[src/rtl/uart_pkg.sv]
// Shared UART definitions used by both the transmitter and the receiver.
//
// Contents:
//   tx_state_e      - transmitter frame state
//   UART_DATA_BITS  - data bits per frame (LSB first)
//   UART_START_LVL  - line level of the start bit
//   UART_STOP_LVL   - line level of stop bits and of the idle line
//   uart_parity()   - parity bit for a data byte; odd = 1 inverts the even result
package uart_pkg;

  typedef enum logic [2:0] {
    TX_IDLE,
    TX_START,
    TX_DATA,
    TX_PARITY,
    TX_STOP
  } tx_state_e;

  localparam int   UART_DATA_BITS = 8;
  localparam logic UART_START_LVL = 1'b0;
  localparam logic UART_STOP_LVL  = 1'b1;

  // Even parity is the XOR of the data bits; odd parity is its complement.
  function automatic logic uart_parity(input logic [UART_DATA_BITS-1:0] data,
                                       input logic                      odd);
    return (^data) ^ odd;
  endfunction

endpackage

[src/rtl/uart_tx_engine_fifo.sv]
// Generic synchronous FIFO (first-word fall-through read port).
//
// Parameters:
//   data_size   - width of each entry
//   buffer_size - number of entries (power of 2, at least 2)
// Ports:
//   clk, rst_n - clock and asynchronous active-low reset (flushes the FIFO)
//   wr_en      - write request; ignored while full
//   wr_data    - entry to write
//   rd_en      - read request (pops the head); ignored while empty
//   rd_data    - current head entry, valid while !empty
//   full       - no free entries
//   empty      - no stored entries
module uart_tx_engine_fifo #(
  parameter int data_size   = 8,
  parameter int buffer_size = 8
) (
  input  logic                 clk,
  input  logic                 rst_n,
  input  logic                 wr_en,
  input  logic [data_size-1:0] wr_data,
  input  logic                 rd_en,
  output logic [data_size-1:0] rd_data,
  output logic                 full,
  output logic                 empty
);

  localparam int AW = $clog2(buffer_size);
  localparam logic [AW:0] PTR_ONE = 1;

  logic [data_size-1:0] mem_q [buffer_size];

  // Pointers carry one extra wrap bit so full and empty can be told apart
  // when the index bits are equal.
  logic [AW:0] wr_ptr_q, wr_ptr_d;
  logic [AW:0] rd_ptr_q, rd_ptr_d;
  logic        do_wr, do_rd;

  assign empty   = (wr_ptr_q == rd_ptr_q);
  assign full    = (wr_ptr_q[AW] != rd_ptr_q[AW]) &&
                   (wr_ptr_q[AW-1:0] == rd_ptr_q[AW-1:0]);
  assign rd_data = mem_q[rd_ptr_q[AW-1:0]];

  always_comb begin
    do_wr    = wr_en & ~full;
    do_rd    = rd_en & ~empty;
    wr_ptr_d = wr_ptr_q;
    rd_ptr_d = rd_ptr_q;
    if (do_wr) wr_ptr_d = wr_ptr_q + PTR_ONE;
    if (do_rd) rd_ptr_d = rd_ptr_q + PTR_ONE;
  end

  always_ff @(posedge clk or negedge rst_n) begin
    if (!rst_n) begin
      wr_ptr_q <= '0;
      rd_ptr_q <= '0;
    end else begin
      wr_ptr_q <= wr_ptr_d;
      rd_ptr_q <= rd_ptr_d;
    end
  end

  // Storage is not reset: a flushed FIFO never presents its contents.
  always_ff @(posedge clk) begin
    if (do_wr) mem_q[wr_ptr_q[AW-1:0]] <= wr_data;
  end

endmodule

[src/rtl/uart_tx_engine.sv]
// UART transmitter: serialises bytes from the TX FIFO onto the tx line.
// Frame: start bit (0), 8 data bits LSB first, optional parity, 1 or 2 stop bits.
// All state changes and tx updates happen only on clk edges where baud_tick = 1.
//
// Ports:
//   clk, rst_n    - clock and asynchronous active-low reset
//   baud_tick     - one-clk strobe per bit period (clock enable)
//   enable        - allows new frames to start
//   cts_n         - clear-to-send, active-low, sampled only when a frame starts
//   tx            - registered serial output, idles high
//   txfifo_data   - byte to enqueue
//   txfifo_valid  - enqueue request (taken when txfifo_ready)
//   txfifo_ready  - FIFO can accept a byte (!txfifo_full)
//   txfifo_full   - FIFO full
//   txfifo_empty  - FIFO empty
//   busy          - frame in progress
//   tx_done       - one-clk pulse after the tick that ends the last stop bit
//   irq_en        - interrupt mask
//   tx_irq        - irq_en & txfifo_empty & !busy
module uart_tx_engine
  import uart_pkg::*;
#(
  parameter int FIFO_DEPTH = 8,
  parameter int PARITY_EN  = 1,
  parameter int PARITY_ODD = 0,
  parameter int STOP_BITS  = 1
) (
  input  logic       clk,
  input  logic       rst_n,
  input  logic       baud_tick,
  input  logic       enable,
  input  logic       cts_n,
  output logic       tx,
  input  logic [7:0] txfifo_data,
  input  logic       txfifo_valid,
  output logic       txfifo_ready,
  output logic       txfifo_full,
  output logic       txfifo_empty,
  output logic       busy,
  output logic       tx_done,
  input  logic       irq_en,
  output logic       tx_irq
);

  localparam logic [2:0] LAST_BIT = 3'(UART_DATA_BITS - 1);

  tx_state_e                 state_q, state_d;
  logic                      tx_q, tx_d;
  logic [UART_DATA_BITS-1:0] shift_q, shift_d;
  logic [2:0]                cnt_q, cnt_d;
  logic                      parity_q, parity_d;
  logic                      stop_cnt_q, stop_cnt_d;
  logic                      tx_done_q, tx_done_d;

  logic [7:0] fifo_rd_data;
  logic       fifo_rd_en;
  logic       start_ok;
  logic       last_stop;
  logic       launch;

  uart_tx_engine_fifo #(
    .data_size  (8),
    .buffer_size(FIFO_DEPTH)
  ) u_fifo (
    .clk    (clk),
    .rst_n  (rst_n),
    .wr_en  (txfifo_valid),
    .wr_data(txfifo_data),
    .rd_en  (fifo_rd_en),
    .rd_data(fifo_rd_data),
    .full   (txfifo_full),
    .empty  (txfifo_empty)
  );

  assign txfifo_ready = ~txfifo_full;
  assign tx           = tx_q;
  assign busy         = (state_q != TX_IDLE);
  assign tx_done      = tx_done_q;
  assign tx_irq       = irq_en & txfifo_empty & ~busy;

  // Next-state logic. A new frame can be launched from IDLE or from the
  // tick that ends the last stop bit, which gives gap-free back-to-back frames.
  always_comb begin
    state_d    = state_q;
    tx_d       = tx_q;
    shift_d    = shift_q;
    cnt_d      = cnt_q;
    parity_d   = parity_q;
    stop_cnt_d = stop_cnt_q;
    tx_done_d  = 1'b0;
    fifo_rd_en = 1'b0;
    launch     = 1'b0;

    start_ok  = ~txfifo_empty & enable & ~cts_n;
    last_stop = (STOP_BITS == 1) ? 1'b1 : stop_cnt_q;

    if (baud_tick) begin
      case (state_q)
        TX_IDLE: begin
          if (start_ok) launch = 1'b1;
          else          tx_d   = UART_STOP_LVL;
        end
        TX_START: begin
          tx_d    = shift_q[0];
          cnt_d   = '0;
          state_d = TX_DATA;
        end
        TX_DATA: begin
          if (cnt_q != LAST_BIT) begin
            cnt_d = cnt_q + 3'd1;
            tx_d  = shift_q[cnt_q + 3'd1];
          end else if (PARITY_EN != 0) begin
            tx_d    = parity_q;
            state_d = TX_PARITY;
          end else begin
            tx_d       = UART_STOP_LVL;
            stop_cnt_d = 1'b0;
            state_d    = TX_STOP;
          end
        end
        TX_PARITY: begin
          tx_d       = UART_STOP_LVL;
          stop_cnt_d = 1'b0;
          state_d    = TX_STOP;
        end
        TX_STOP: begin
          if (!last_stop) begin
            stop_cnt_d = 1'b1;
          end else begin
            tx_done_d = 1'b1;
            if (start_ok) begin
              launch = 1'b1;
            end else begin
              tx_d    = UART_STOP_LVL;
              state_d = TX_IDLE;
            end
          end
        end
        default: begin
          tx_d    = UART_STOP_LVL;
          state_d = TX_IDLE;
        end
      endcase
    end

    // Frame launch: pop the head into the shift register and emit the start bit.
    if (launch) begin
      fifo_rd_en = 1'b1;
      shift_d    = fifo_rd_data;
      parity_d   = uart_parity(fifo_rd_data, (PARITY_ODD != 0));
      tx_d       = UART_START_LVL;
      state_d    = TX_START;
    end
  end

  always_ff @(posedge clk or negedge rst_n) begin
    if (!rst_n) begin
      state_q    <= TX_IDLE;
      tx_q       <= UART_STOP_LVL;
      shift_q    <= '0;
      cnt_q      <= '0;
      parity_q   <= 1'b0;
      stop_cnt_q <= 1'b0;
      tx_done_q  <= 1'b0;
    end else begin
      state_q    <= state_d;
      tx_q       <= tx_d;
      shift_q    <= shift_d;
      cnt_q      <= cnt_d;
      parity_q   <= parity_d;
      stop_cnt_q <= stop_cnt_d;
      tx_done_q  <= tx_done_d;
    end
  end

endmodule

[config.mk]
export PLATFORM = sky130hd
export DESIGN_NAME = uart_tx_engine
export DESIGN_NICKNAME = d
export VERILOG_FILES = /design/src/rtl/uart_pkg.sv /design/src/rtl/uart_tx_engine_fifo.sv /design/src/rtl/uart_tx_engine.sv
export SDC_FILE = /design/constraint.sdc
export NUM_CORES = 1
export LEC_CHECK = 0
export BUFFER_PORTS_ARGS = -buffer_cell sky130_fd_sc_hd__buf_2
export CORE_MARGIN = 2
export CORE_UTILIZATION = 63
export CTS_BUF_LIST = sky130_fd_sc_hd__clkbuf_4 sky130_fd_sc_hd__clkbuf_8
export DETAILED_ROUTE_END_ITERATION = 10
export GPL_ROUTABILITY_DRIVEN = 0
export PLACE_DENSITY = 0.82
export SLEW_MARGIN = 20
export SYNTH_ARGS = -nofsm -noshare
export SYNTH_HDL_FRONTEND = slang
export SYNTH_HIERARCHICAL = 1
export SYNTH_SLANG_ARGS = --single-unit
[constraint.sdc]
create_clock -name clk -period 3.3 [get_ports clk]
set_input_delay 0.66 -clock clk [delete_from_list [all_inputs] [get_ports clk]]
set_output_delay 0.66 -clock clk [all_outputs]
set_load 0.01 [all_outputs]
==> metrics <==
outcome completed; Initial Util ~65%; hold-fix buffer count after cts 0; post-CTS setup buffers 0; post-DP HPWL 4510 µm; Max Clock Skew 12.2 ps; Setup-failing EPs final 0; Setup crit start u_fifo/wr_ptr_q[1]$_DFFE_PN0P_; # diodes 0; Main synth FF type edfxtp_1; drt drc 0; Peak VDD IR roughly 0.53 mV; Tcrit/Tclk final approximately 85%; Leak 1.67 nW; # resized after CTS 0; Clock Path Buffers 2; commonest non-fill, non-tap cell in the layout edfxtp_1; vias per cell 6.05; pin count of the biggest net entering global routing 26; TNS Setup 0 ps; Sw Ratio a little over a third; class of the worst hold path input pin to async pin; die height around 84 µm; number of global-route vias before repair 2062; sequential cell area fraction in the yosys report 62.9%; layout cells sized above 1 34.3%; WHS 272 ps; Worst-Margin Slew roughly 660 ps; Achievable Freq 356 MHz; CTS H-tree lvls 3; dpl ws 744 ps; P_sw 1.42 mW; Nets 279; number of DRC markers in iteration 0 122; final hold violation count 0; Final WS setup 494 ps; Pwr Density 908 nW/µm²; layout filler cell count 401; CTS tree built; cell internal pwr 2.64 mW; Total GRT Usage 20.9%; flip-flop and latch count after synthesis 89; Final min period 2810 ps; IO Port Bufs 21; most frequent cells in the layout edfxtp_1 (64), dfrtp_1 (24), buf_2 (21); Crit. End Element primary output; Yosys cell types between 40 and 50; Worst-Skew Late Latency approximately 360 ps; synth top area cells edfxtp_1 (47%), dfrtp_1 (15%), mux4_1 (5.8%), mux4_2 (5.0%), mux2_4 (4.4%); Rows 29; Final Slew Violations 0; Post-Route WL 6750 µm; die width 84.2 µm; total gr overflow 0; Num CTS Buffers 9; Cell Area, Synth approximately 4000 µm²; die area 7080 µm²; R2R setup slack 720 ps; area leader, netlist edfxtp_1; Yosys top cell area share between 40% and 50%; Area growth, synth to finish 10.4%; first-pass GRT wire length about 11000 µm; reg-to-reg startpoint u_fifo/wr_ptr_q[0]$_DFFE_PN0P_; Cells after Synth 227; DR pass1 iterations 4; Synth Area per Inst 17.8 µm²; Req. time, crit path between 2000 and 3000 ps; RSZ-0062 raised after global routing false; critical path fanouts, max 12; ys async rst share about 28%; YS warnings 6; post-DR wirelength/cell about 20 µm; Root Buffer clkbuf_8; core area 6280 µm²; Post-DRT Antenna Nets 0; Gate power share 41.4%; Post-synth EDFFs 64; via count 2068; kind of critical path register to primary output; # clock sinks 89; initial antenna violation count 0; clock-pin slew on the worst setup and hold paths 100 ps; max cap viols 0; critical path arrival 2150 ps; clock power share between 10% and 20%; Mapped Nets 246; Reg power frac between 40% and 50%; startpoint types register; io pins 22; slew margin rel. 55.5%
==> cells by family after synthesis <==
group,synth area share (%)
AOI/OAI and AO/OA,4.11
muxes,17.5
xor gates and xnor gates,4.48
adders and majority gates,1.24
DFF,62.9
and+or+nand+nor,6.83
buffers and inverters,2.94
==> stage by stage <==
stage / power (mW) / area [µm²] / utilization [%] / instances
after floorplan: 3.03 / 4050 / - / 227
after global placement: 3.32 / 4270 / 68.1 / 326
after detailed placement: 3.38 / 4270 / 68.1 / 326
after CTS: 4.10 / 4470 / 71.2 / 342
after global routing: 4.31 / 4470 / 71.2 / 342
final: 4.06 / 4470 / 71.2 / 342
==> final cells by class <==
type                       count  area (µm²)  area share, %
tap                           77        96.3           2.16
clock inverter                 7        72.6           1.62
sequential                    89        2550           57.0
clock buffer                   9         124           2.77
timing repair buffer          34         203           4.54
inverter                       5        18.8          0.420
multi-input combinational    121        1410           31.5
==> final timing paths <==
kind,depth (start not counted),endpoint
max in group asynchronous,1,tx$_DFFE_PN1P_
min,1,tx_done$_DFF_PN0_
max reg2reg,9,u_fifo/rd_ptr_q[3]$_DFFE_PN0P_
max,4,txfifo_full
min reg2reg,2,parity_q$_DFFE_PN0P_
min in group clk,2,parity_q$_DFFE_PN0P_
==> power by group through the flow <==
stage	sequential (mW)	combinational [mW]	clock, mW
finish	1.66	1.68	0.719
global route	1.69	1.83	0.783
CTS	1.66	1.70	0.739
detailed placement	1.69	1.69	0
global placement	1.67	1.65	0
floorplan	1.59	1.45	0
==> flip-flops by register name, summed over array words and instances (netlist names) <==
signal and flops:
tx 1, u_fifo/wr_ptr_q 4, parity_q 1, shift_q 8
state_q 3, cnt_q 3, u_fifo/mem_q 64, u_fifo/rd_ptr_q 4
tx_done 1
==> routing by layer <==
layer	GRT usage (%)	routed length, µm
met4	9.09	125
met1	27.6	2920
met2	34.6	3480
met3	3.74	219
met5	0	0
==> cell usage after synthesis, drive strengths merged (3+ instances only) <==
master / number
nand4: 4
nand2: 7
nand3: 3
nor4b: 4
inv: 5
xor2: 6
clkbuf: 3
nor2b: 3
ha: 4
xnor2: 13
o21ai: 4
buf: 9
mux2: 18
edfxtp: 64
nor2: 6
mux4: 18
nor4: 5
dfrtp: 24
==> critical path, cell delays in order, from the launching register on <==
cell	delay [ps]
dfrtp_1	520
xor2_1	190
buf_4	180
nor4_4	630
buf_2	250
Power figures use the tool's default switching activity.
